$ cat config.mk
export PLATFORM = sky130hd
export DESIGN_NAME = inference_mac_array_flat
export DESIGN_NICKNAME = d
export VERILOG_FILES = /design/src/rtl/inference_mac_array_pkg.sv /design/src/rtl/inference_mac_array_if.sv /design/src/rtl/inference_mac_array_lane.sv /design/src/rtl/inference_mac_array.sv /design/src/flat_wrapper.sv
export SDC_FILE = /design/constraint.sdc
export NUM_CORES = 2
export LEC_CHECK = 0
export CAP_MARGIN = 20
export CORE_MARGIN = 3
export CORE_UTILIZATION = 35
export DETAILED_ROUTE_END_ITERATION = 10
export GPL_TIMING_DRIVEN = 0
export SYNTH_ARGS = -nofsm -noshare
export SYNTH_HDL_FRONTEND = slang
export SYNTH_SLANG_ARGS = --single-unit
$ cat constraint.sdc
create_clock -name clk -period 11.05 [get_ports clk]
set_clock_uncertainty 0.05 [all_clocks]
set_input_delay 2.21 -clock clk [delete_from_list [all_inputs] [get_ports clk]]
set_output_delay 2.21 -clock clk [all_outputs]
set_load 0.01 [all_outputs]
$ cat src/rtl/inference_mac_array_pkg.sv
// Shared types and sizing helpers for the lane-parallel linear-classifier engine.
// INFER_SAT_EN (optional macro) selects saturating arithmetic in the lanes.
package infer_pkg;

  typedef enum logic [2:0] {
    S_IDLE,
    S_LOAD,
    S_MAC,
    S_FLUSH,
    S_UPDATE,
    S_DONE
  } state_t;

  localparam int DEF_NUM_INPUTS  = 784;
  localparam int DEF_NUM_CLASSES = 10;
  localparam int DEF_LANES       = 4;
  localparam int DEF_DATA_W      = 8;
  localparam int DEF_ACC_W       = 32;

  function automatic int num_groups(input int classes, input int lanes);
    return (classes + lanes - 1) / lanes;
  endfunction

  // Address width for a given depth; never narrower than one bit.
  function automatic int addr_w(input int depth);
    return (depth <= 1) ? 1 : $clog2(depth);
  endfunction

  function automatic logic [63:0] acc_max(input int w);
    return (64'd1 << (w - 1)) - 64'd1;
  endfunction

  function automatic logic [63:0] acc_min(input int w);
    return ~acc_max(w);
  endfunction

endpackage

$ cat src/rtl/inference_mac_array_if.sv
// Control, memory-port and result bundle of the classifier engine.
// sat_flag exists only when INFER_SAT_EN is defined.
interface inference_mac_array_if import infer_pkg::*; #(
  parameter int NUM_INPUTS  = DEF_NUM_INPUTS,
  parameter int NUM_CLASSES = DEF_NUM_CLASSES,
  parameter int LANES       = DEF_LANES,
  parameter int DATA_W      = DEF_DATA_W,
  parameter int ACC_W       = DEF_ACC_W
);
  localparam int NUM_GROUPS = num_groups(NUM_CLASSES, LANES);
  localparam int IN_AW      = addr_w(NUM_INPUTS);
  localparam int W_AW       = addr_w(NUM_GROUPS * NUM_INPUTS);
  localparam int B_AW       = addr_w(NUM_GROUPS);
  localparam int CLS_W      = addr_w(NUM_CLASSES);

  // start is a level request honoured only in IDLE with weights_ready high; done is a
  // one-cycle pulse; every memory returns data exactly one cycle after its address.
  logic                          weights_ready;
  logic                          start;
  logic [IN_AW-1:0]              in_addr;
  logic signed [DATA_W-1:0]      in_data;
  logic [W_AW-1:0]               w_addr;
  logic [LANES*DATA_W-1:0]       w_data;
  logic [B_AW-1:0]               b_addr;
  logic [LANES*ACC_W-1:0]        b_data;
  logic                          busy;
  logic                          done;
  logic [CLS_W-1:0]              pred_class;
  logic signed [ACC_W-1:0]       pred_score;
  logic [NUM_CLASSES*ACC_W-1:0]  scores;
  state_t                        dbg_state;
`ifdef INFER_SAT_EN
  logic                          sat_flag;
`endif

  modport master (
    output weights_ready, start, in_data, w_data, b_data,
    input  in_addr, w_addr, b_addr, busy, done, pred_class, pred_score, scores, dbg_state
`ifdef INFER_SAT_EN
    , input sat_flag
`endif
  );

  modport slave (
    input  weights_ready, start, in_data, w_data, b_data,
    output in_addr, w_addr, b_addr, busy, done, pred_class, pred_score, scores, dbg_state
`ifdef INFER_SAT_EN
    , output sat_flag
`endif
  );

endinterface

$ cat src/rtl/inference_mac_array_lane.sv
// One class lane: registered signed product, accumulator, and the bias-added score.
// With INFER_SAT_EN both additions clamp to the ACC_W signed range and report it.
module infer_mac_lane import infer_pkg::*; #(
  parameter int DATA_W = DEF_DATA_W,
  parameter int ACC_W  = DEF_ACC_W
) (
  input  logic                     clk,
  input  logic                     rst_n,
  input  logic                     i_clear,
  input  logic                     i_mul_en,
  input  logic                     i_acc_en,
  input  logic signed [DATA_W-1:0] i_x,
  input  logic signed [DATA_W-1:0] i_w,
  input  logic signed [ACC_W-1:0]  i_bias,
  output logic signed [ACC_W-1:0]  o_score
`ifdef INFER_SAT_EN
  , output logic                   o_sat
`endif
);
  localparam int PROD_W = 2 * DATA_W;

  logic signed [PROD_W-1:0] r_prod;
  logic signed [ACC_W-1:0]  r_acc;
  logic signed [ACC_W-1:0]  w_prod_ext;
  logic signed [ACC_W-1:0]  w_sum;
  logic signed [ACC_W-1:0]  w_biased;
  logic signed [ACC_W-1:0]  w_acc_nxt;

  assign w_prod_ext = ACC_W'(r_prod);
  assign w_sum      = r_acc + w_prod_ext;
  assign w_biased   = r_acc + i_bias;

`ifdef INFER_SAT_EN
  localparam logic signed [ACC_W-1:0] ACC_MAX = ACC_W'(acc_max(ACC_W));
  localparam logic signed [ACC_W-1:0] ACC_MIN = ACC_W'(acc_min(ACC_W));

  logic r_sat;
  logic w_sum_ovf;
  logic w_bias_ovf;

  // Overflow only when both operands share a sign the result does not.
  assign w_sum_ovf  = (r_acc[ACC_W-1] == w_prod_ext[ACC_W-1]) && (w_sum[ACC_W-1] != r_acc[ACC_W-1]);
  assign w_bias_ovf = (r_acc[ACC_W-1] == i_bias[ACC_W-1]) && (w_biased[ACC_W-1] != r_acc[ACC_W-1]);
  assign w_acc_nxt  = w_sum_ovf ? (r_acc[ACC_W-1] ? ACC_MIN : ACC_MAX) : w_sum;
  assign o_score    = w_bias_ovf ? (r_acc[ACC_W-1] ? ACC_MIN : ACC_MAX) : w_biased;
  assign o_sat      = r_sat | w_bias_ovf;

  always_ff @(posedge clk or negedge rst_n) begin
    if (!rst_n) begin
      r_sat <= 1'b0;
    end else if (i_clear) begin
      r_sat <= 1'b0;
    end else if (i_acc_en && w_sum_ovf) begin
      r_sat <= 1'b1;
    end
  end
`else
  assign w_acc_nxt = w_sum;
  assign o_score   = w_biased;
`endif

  always_ff @(posedge clk or negedge rst_n) begin
    if (!rst_n) begin
      r_prod <= '0;
      r_acc  <= '0;
    end else if (i_clear) begin
      r_prod <= '0;
      r_acc  <= '0;
    end else begin
      if (i_mul_en) r_prod <= PROD_W'(i_x) * PROD_W'(i_w);
      if (i_acc_en) r_acc  <= w_acc_nxt;
    end
  end

endmodule

$ cat src/rtl/inference_mac_array.sv
// Softmax-regression inference engine: LANES class dot-products per pass, bias add, argmax.
// Define INFER_SAT_EN for saturating arithmetic and the sticky sat_flag output.
module inference_mac_array import infer_pkg::*; #(
  parameter int NUM_INPUTS  = DEF_NUM_INPUTS,
  parameter int NUM_CLASSES = DEF_NUM_CLASSES,
  parameter int LANES       = DEF_LANES,
  parameter int DATA_W      = DEF_DATA_W,
  parameter int ACC_W       = DEF_ACC_W
) (
  input logic                  clk,
  input logic                  rst_n,
  inference_mac_array_if.slave bus
);
  localparam int NUM_GROUPS = num_groups(NUM_CLASSES, LANES);
  localparam int IN_AW      = addr_w(NUM_INPUTS);
  localparam int W_AW       = addr_w(NUM_GROUPS * NUM_INPUTS);
  localparam int B_AW       = addr_w(NUM_GROUPS);
  localparam int CLS_W      = addr_w(NUM_CLASSES);
  localparam logic signed [ACC_W-1:0] ACC_MIN = ACC_W'(acc_min(ACC_W));

  state_t                  r_state, w_state_nxt;
  logic                    r_busy, r_done;
  logic [IN_AW-1:0]        r_in_addr;
  logic [W_AW-1:0]         r_w_addr, r_w_base;
  logic [B_AW-1:0]         r_g;
  logic [1:0]              r_flush_cnt;
  logic                    r_v_data, r_v_prod;
  logic signed [ACC_W-1:0] r_max, w_max_nxt, r_pred_score;
  logic [CLS_W-1:0]        r_max_idx, w_idx_nxt, r_pred_class;
  logic signed [ACC_W-1:0] r_work   [NUM_CLASSES];
  logic signed [ACC_W-1:0] r_scores [NUM_CLASSES];
  logic signed [ACC_W-1:0] w_score  [LANES];
  logic [CLS_W-1:0]        w_lane_cls [LANES];
  logic [LANES-1:0]        w_lane_live;
  logic w_accept, w_lane_clear, w_mac_step, w_update, w_finish;
  logic w_last_in, w_last_flush, w_last_group;

  assign w_last_in    = (r_in_addr == IN_AW'(NUM_INPUTS - 1));
  assign w_last_flush = (r_flush_cnt == 2'd2);
  assign w_last_group = (r_g == B_AW'(NUM_GROUPS - 1));

  always_ff @(posedge clk or negedge rst_n) begin
    if (!rst_n) r_state <= S_IDLE;
    else        r_state <= w_state_nxt;
  end

  always_comb begin
    w_state_nxt = r_state;
    case (r_state)
      S_IDLE:   if (w_accept) w_state_nxt = S_LOAD;
      S_LOAD:   w_state_nxt = S_MAC;
      S_MAC:    if (w_last_in) w_state_nxt = S_FLUSH;
      S_FLUSH:  if (w_last_flush) w_state_nxt = S_UPDATE;
      S_UPDATE: w_state_nxt = w_last_group ? S_DONE : S_LOAD;
      S_DONE:   w_state_nxt = S_IDLE;
      default:  w_state_nxt = S_IDLE;
    endcase
  end

  always_comb begin
    w_accept     = 1'b0;
    w_lane_clear = 1'b0;
    w_mac_step   = 1'b0;
    w_update     = 1'b0;
    w_finish     = 1'b0;
    case (r_state)
      S_IDLE:   w_accept     = bus.start && bus.weights_ready;
      S_LOAD:   w_lane_clear = 1'b1;
      S_MAC:    w_mac_step   = !w_last_in;
      S_UPDATE: w_update     = 1'b1;
      S_DONE:   w_finish     = 1'b1;
      default:  ;
    endcase
  end

  // Lanes past NUM_CLASSES in the last group are neither stored nor compared.
  always_comb begin
    w_max_nxt = r_max;
    w_idx_nxt = r_max_idx;
    for (int l = 0; l < LANES; l++) begin
      if (w_lane_live[l] && (w_score[l] > w_max_nxt)) begin
        w_max_nxt = w_score[l];
        w_idx_nxt = w_lane_cls[l];
      end
    end
  end

  always_ff @(posedge clk or negedge rst_n) begin
    if (!rst_n) begin
      r_busy       <= 1'b0;
      r_done       <= 1'b0;
      r_in_addr    <= '0;
      r_w_addr     <= '0;
      r_w_base     <= '0;
      r_g          <= '0;
      r_flush_cnt  <= '0;
      r_v_data     <= 1'b0;
      r_v_prod     <= 1'b0;
      r_max        <= ACC_MIN;
      r_max_idx    <= '0;
      r_pred_class <= '0;
      r_pred_score <= '0;
      for (int c = 0; c < NUM_CLASSES; c++) begin
        r_work[c]   <= '0;
        r_scores[c] <= '0;
      end
    end else begin
      r_done   <= 1'b0;
      r_v_data <= (r_state == S_MAC);
      r_v_prod <= w_lane_clear ? 1'b0 : r_v_data;
      if (w_accept) begin
        r_busy    <= 1'b1;
        r_g       <= '0;
        r_w_base  <= '0;
        r_max     <= ACC_MIN;
        r_max_idx <= '0;
      end
      if (w_lane_clear) begin
        r_in_addr   <= '0;
        r_w_addr    <= r_w_base;
        r_flush_cnt <= '0;
      end
      if (w_mac_step) begin
        r_in_addr <= r_in_addr + IN_AW'(1);
        r_w_addr  <= r_w_addr + W_AW'(1);
      end
      if (r_state == S_FLUSH) r_flush_cnt <= r_flush_cnt + 2'd1;
      if (w_update) begin
        r_max     <= w_max_nxt;
        r_max_idx <= w_idx_nxt;
        for (int l = 0; l < LANES; l++) begin
          if (w_lane_live[l]) r_work[w_lane_cls[l]] <= w_score[l];
        end
        if (!w_last_group) begin
          r_g      <= r_g + B_AW'(1);
          r_w_base <= r_w_base + W_AW'(NUM_INPUTS);
        end
      end
      if (w_finish) begin
        r_pred_class <= r_max_idx;
        r_pred_score <= r_max;
        r_done       <= 1'b1;
        r_busy       <= 1'b0;
        for (int c = 0; c < NUM_CLASSES; c++) r_scores[c] <= r_work[c];
      end
    end
  end

`ifdef INFER_SAT_EN
  logic [LANES-1:0] w_lane_sat;
  logic             r_sat_any, r_sat_flag;

  always_ff @(posedge clk or negedge rst_n) begin
    if (!rst_n) begin
      r_sat_any  <= 1'b0;
      r_sat_flag <= 1'b0;
    end else begin
      if (w_accept) begin
        r_sat_any  <= 1'b0;
        r_sat_flag <= 1'b0;
      end else if (w_update && |(w_lane_sat & w_lane_live)) begin
        r_sat_any <= 1'b1;
      end
      if (w_finish) r_sat_flag <= r_sat_any;
    end
  end

  assign bus.sat_flag = r_sat_flag;
`endif

  for (genvar l = 0; l < LANES; l++) begin : g_lane
    assign w_lane_live[l] = ((int'(r_g) * LANES + l) < NUM_CLASSES);
    assign w_lane_cls[l]  = CLS_W'(int'(r_g) * LANES + l);

    infer_mac_lane #(
      .DATA_W (DATA_W),
      .ACC_W  (ACC_W)
    ) u_lane (
      .clk      (clk),
      .rst_n    (rst_n),
      .i_clear  (w_lane_clear),
      .i_mul_en (r_v_data),
      .i_acc_en (r_v_prod),
      .i_x      (bus.in_data),
      .i_w      (bus.w_data[l*DATA_W +: DATA_W]),
      .i_bias   (bus.b_data[l*ACC_W +: ACC_W]),
      .o_score  (w_score[l])
`ifdef INFER_SAT_EN
      , .o_sat  (w_lane_sat[l])
`endif
    );
  end

  for (genvar c = 0; c < NUM_CLASSES; c++) begin : g_score_out
    assign bus.scores[c*ACC_W +: ACC_W] = r_scores[c];
  end

  assign bus.in_addr    = r_in_addr;
  assign bus.w_addr     = r_w_addr;
  assign bus.b_addr     = r_g;
  assign bus.busy       = r_busy;
  assign bus.done       = r_done;
  assign bus.pred_class = r_pred_class;
  assign bus.pred_score = r_pred_score;
  assign bus.dbg_state  = r_state;

endmodule
$ cat src/flat_wrapper.sv
// flat-port wrapper written by rule: the top's interface ports become plain ports
module inference_mac_array_flat import infer_pkg::*;
#(
  parameter int NUM_INPUTS  = DEF_NUM_INPUTS,
  parameter int NUM_CLASSES = DEF_NUM_CLASSES,
  parameter int LANES       = DEF_LANES,
  parameter int DATA_W      = DEF_DATA_W,
  parameter int ACC_W       = DEF_ACC_W
)
  (clk, rst_n, bus_weights_ready, bus_start, bus_in_data, bus_w_data, bus_b_data, bus_in_addr, bus_w_addr, bus_b_addr, bus_busy, bus_done, bus_pred_class, bus_pred_score, bus_scores, bus_dbg_state);
  inference_mac_array_if #(.NUM_INPUTS(NUM_INPUTS), .NUM_CLASSES(NUM_CLASSES), .LANES(LANES), .DATA_W(DATA_W), .ACC_W(ACC_W)) bus_i ();
  input logic clk;
  input logic rst_n;
  input wire logic [$bits(bus_i.weights_ready)-1:0] bus_weights_ready;
  input wire logic [$bits(bus_i.start)-1:0] bus_start;
  input wire logic [$bits(bus_i.in_data)-1:0] bus_in_data;
  input wire logic [$bits(bus_i.w_data)-1:0] bus_w_data;
  input wire logic [$bits(bus_i.b_data)-1:0] bus_b_data;
  output wire logic [$bits(bus_i.in_addr)-1:0] bus_in_addr;
  output wire logic [$bits(bus_i.w_addr)-1:0] bus_w_addr;
  output wire logic [$bits(bus_i.b_addr)-1:0] bus_b_addr;
  output wire logic [$bits(bus_i.busy)-1:0] bus_busy;
  output wire logic [$bits(bus_i.done)-1:0] bus_done;
  output wire logic [$bits(bus_i.pred_class)-1:0] bus_pred_class;
  output wire logic [$bits(bus_i.pred_score)-1:0] bus_pred_score;
  output wire logic [$bits(bus_i.scores)-1:0] bus_scores;
  output wire logic [$bits(bus_i.dbg_state)-1:0] bus_dbg_state;
  assign bus_i.weights_ready = bus_weights_ready;
  assign bus_i.start = bus_start;
  assign bus_i.in_data = bus_in_data;
  assign bus_i.w_data = bus_w_data;
  assign bus_i.b_data = bus_b_data;
  assign bus_in_addr = bus_i.in_addr;
  assign bus_w_addr = bus_i.w_addr;
  assign bus_b_addr = bus_i.b_addr;
  assign bus_busy = bus_i.busy;
  assign bus_done = bus_i.done;
  assign bus_pred_class = bus_i.pred_class;
  assign bus_pred_score = bus_i.pred_score;
  assign bus_scores = bus_i.scores;
  assign bus_dbg_state = bus_i.dbg_state;
  inference_mac_array #(.NUM_INPUTS(NUM_INPUTS), .NUM_CLASSES(NUM_CLASSES), .LANES(LANES), .DATA_W(DATA_W), .ACC_W(ACC_W)) u_core (.clk(clk), .rst_n(rst_n), .bus(bus_i));
endmodule
==> run summary <==
Status: finished with violations
Failing checks: negative setup slack
Fraction of layout cells with a size suffix above 1: 8.881%
Pre-CTS setup slack: -5128 ps
Full die area: 184000 sq um
Worst Hold Path Cells: 2
Largest net degree at the start of global routing: 128
Root Buffer: clkbuf_16
GR Overflow Total: 0
Worst Tran Pin Value: 1269 ps
FF+latch area: 23750 sq um
Cell mode on critical path: buf_12
Endpoints failing setup: 36
DRC: 0
DR vias/cell: 5.296
Crit path launch type: input pin
Cell variety after synth: 99
Synth Warn #: 0
Max-cap violations: 0
HPWL Detailed: 194200 um
Drt wl/cell: 23.36 um
Crit Path Category: in2reg
Die X: 428.9 um
EDFF count, synth: 0
DR pass1 iterations: 6
TritonCTS clock tree: built
RD Place Congestion: 0.9797
Clock Sinks: 949
Leakage: 0.03780 uW
#FFs+latches synth: 949
Antenna-violating nets left: 0
Slew margin rel.: 14.80%
Dominant cells by area after synthesis: dfrtp_1 (38%), nand2_1 (11%), ha_1 (9.9%), fa_1 (7.3%), o21ai_0 (3.5%)
Worst-skew pair later-pin latency: 750 ps
Synthesized Nets: 7942
Ys async rst share: 100.0%
TritonCTS Buffers: 106
Row Count: 154
Final net count: 8755
Fmax: 0.07898 GHz
Area Overhead vs Synth: 25.37%
First-pass GRT wire length: 353000 um
CP Capture Type: flop
Top-count cell post-synth: nand2_1
Vias in the first global route: 54160
Top-area cell type share of the netlist area: 37.90%
Slowest stage delay, CP: 840 ps
Min-Delay Path Class: reg2reg
Global Route Usage Sum: 25.56%
Top cells by count, synth: nand2_1 (1824), dfrtp_1 (948), ha_1 (496)
Power Density: 277.7 nW/um^2
CTS H-tree depth: 3
Arr. time, crit path: 13280 ps
Peak VDD IR: 137.5 uV
Final Critical Period: 12660 ps
Clock Path Buffers: 3
Worst-path clk slew: 60 ps
Area leader, netlist: dfrtp_1
Std-Cell Core Area: 176900 sq um
Final WS setup: -1612 ps
Slowest CP cell: xnor2_1
Starting DRT DRC Count: 4598
CP Data Required Time: 11670 ps
Routed wire length: 240500 um
Final core utilization: 44.37%
Layout fillers: 17190
RSZ-0062 raised after global routing: true
Ports: 557
CP Max Fanout: 8
Hold-fix buffers at CTS: 0
Post-synthesis cell count: 7046
Final Max Slew Viols: 0
Register-to-Register Setup Slack: -450 ps
Die height: 428.9 um
Initial antenna violation count: 5
Post-Syn Area per Cell: 8.884 sq um
Starting Density: 35.39%
Cell area after synthesis: 62600 sq um
Synth Flop Type: dfrtp_1
Multi-input gate area: 37970 sq um
Sequential share of the synthesized area: 37.94%
Final Cycle Share: 114.6%
I/O Buffers: 552
Worst r2r path cells: 54
Fin. Hold Viols: 0
Vias: 54510
-- layer usage --
layer / vias up / GRT usage, % / wire length (um) / share of wire (%)
li1: 25410 / - / - / -
met1: 26860 / 32.38 / 100300 / 42
met2: 1749 / 41.68 / 111100 / 46
met3: 488 / 3.427 / 12310 / 5.1
met4: 0 / 15.30 / 16760 / 7.0
met5: - / 0 / 0 / 0
-- critical path, delay by kind of cell --
family / cells / cell delay (ps)
AO/OA/AOI/OAI: 19 / 3770
AND/OR/NAND/NOR: 14 / 2370
adder cells (fa/ha/maj): 5 / 1720
multiplexers: 2 / 400
XOR/XNOR: 1 / 840
buffers and inverters: 13 / 1930
-- cells in the final DEF, fill, tap and decap left out, types with 68 or more instances in the layout --
master | synthesis | routed
a21oi_1 | 315 | 295
nand2_1 | 1824 | 1812
dfrtp_1 | 948 | 948
mux2i_1 | 183 | 161
nor2_1 | 350 | 334
and2_1 | 166 | 162
fa_1 | 228 | 227
inv_1 | 443 | 436
clkbuf_1 | 246 | 262
ha_1 | 496 | 448
a21o_1 | 144 | 144
clkdlybuf4s50_1 | 0 | 523
o21ai_0 | 436 | 408
buf_4 | 1 | 125
clkbuf_16 | 0 | 111
xor2_1 | 83 | 77
xnor2_1 | 189 | 179
nand3_1 | 85 | 83
nand2b_1 | 71 | 68
-- repair_timing --
| action | in CTS | in global routing |
|---|---|---|
| buffers inserted | 87 | 34 |
| gates cloned | 9 | 0 |
| gates resized for setup | 405 | 59 |
| endpoints found under the setup margin | 36 | 36 |
| pin swaps | 109 | 50 |
-- kinds of logic (layout without fill, tap and decap cells) --
family,count (synthesis),count (layout),share of synthesized area (%)
other,0,2,0
muxes,230,231,3.792
adders and majority gates,724,724,17.21
and+or+nand+nor,2800,2800,19.29
buffers and inverters,738,1641,4.511
DFF,949,949,37.94
xor gates and xnor gates,276,276,3.910
AOI/OAI and AO/OA,1329,1329,13.35
-- worst paths after layout --
kind / to / startpoint
setup reg to reg: u_core.r_max_idx[0] / u_core.g_lane[0].u_lane.r_acc[0]
setup / recovery: u_core.r_max_idx[0] / bus_b_data[3]
hold / removal: u_core.bus.scores[235] / u_core.r_work[75]
max in group asynchronous: u_core.bus.scores[92] / rst_n
min in group asynchronous: u_core.bus.scores[297] / rst_n
hold reg to reg: u_core.bus.scores[235] / u_core.r_work[75]
-- power breakdown --
group,total (uW),leakage [uW],internal (uW),switching (uW)
Clock,3750,0.00180,2180,1570
Combinational,13500,0.0249,5420,8110
Sequential,4530,0.0111,3950,581
Total,21800,0.0378,11500,10300
-- flip-flops by register name (all words and copies together) (netlist names) --
| register | cells |
|---|---|
| u_core.g_lane.u_lane.r_acc | 128 |
| u_core.bus.in_addr | 10 |
| u_core.r_flush_cnt | 2 |
| u_core.r_max_idx | 4 |
| u_core.bus.dbg_state | 3 |
| u_core.bus.pred_score | 32 |
| u_core.bus.b_addr | 2 |
| u_core.g_lane.u_lane.r_prod | 64 |
| u_core.bus.scores | 320 |
| u_core.r_v_prod | 1 |
| u_core.r_max | 32 |
| u_core.r_work | 320 |
| u_core.r_v_data | 1 |
| u_core.r_w_base | 12 |
| u_core.bus.done | 1 |
| u_core.bus.w_addr | 12 |
| u_core.bus.busy | 1 |
| u_core.bus.pred_class | 4 |
-- cell type report --
class / count / area share (%)
plain buffers: 290 / 1.806
inverters: 443 / 2.122
clock inverters: 43 / 0.7525
well taps: 2340 / 3.731
multi-input cells: 5360 / 48.37
diodes: 2 / 0.006377
flip-flops and latches: 949 / 30.26
clock buffers: 156 / 3.978
repair buffers: 709 / 8.971
-- through the flow --
| stage | cell area [sq um] | total power, uW | setup TNS, ps | std cells | hold slack, ps |
|---|---|---|---|---|---|
| 2_1_floorplan | 62910 | 13000 | -24390 | 7046 | 383.1 |
| 3_3_place_gp | 71370 | 16570 | - | 9938 | 396.6 |
| 3_5_place_dp | 71770 | 16920 | -178110 | 9965 | 399.4 |
| 4_1_cts | 78050 | 21490 | -46390 | 10260 | 414.2 |
| 5_1_grt | 78480 | 23400 | -64850 | 10290 | 433.6 |
| 6_report | 78480 | 21800 | -54490 | 10290 | 410.4 |
No activity file was read; power rests on OpenSTA's default activity.
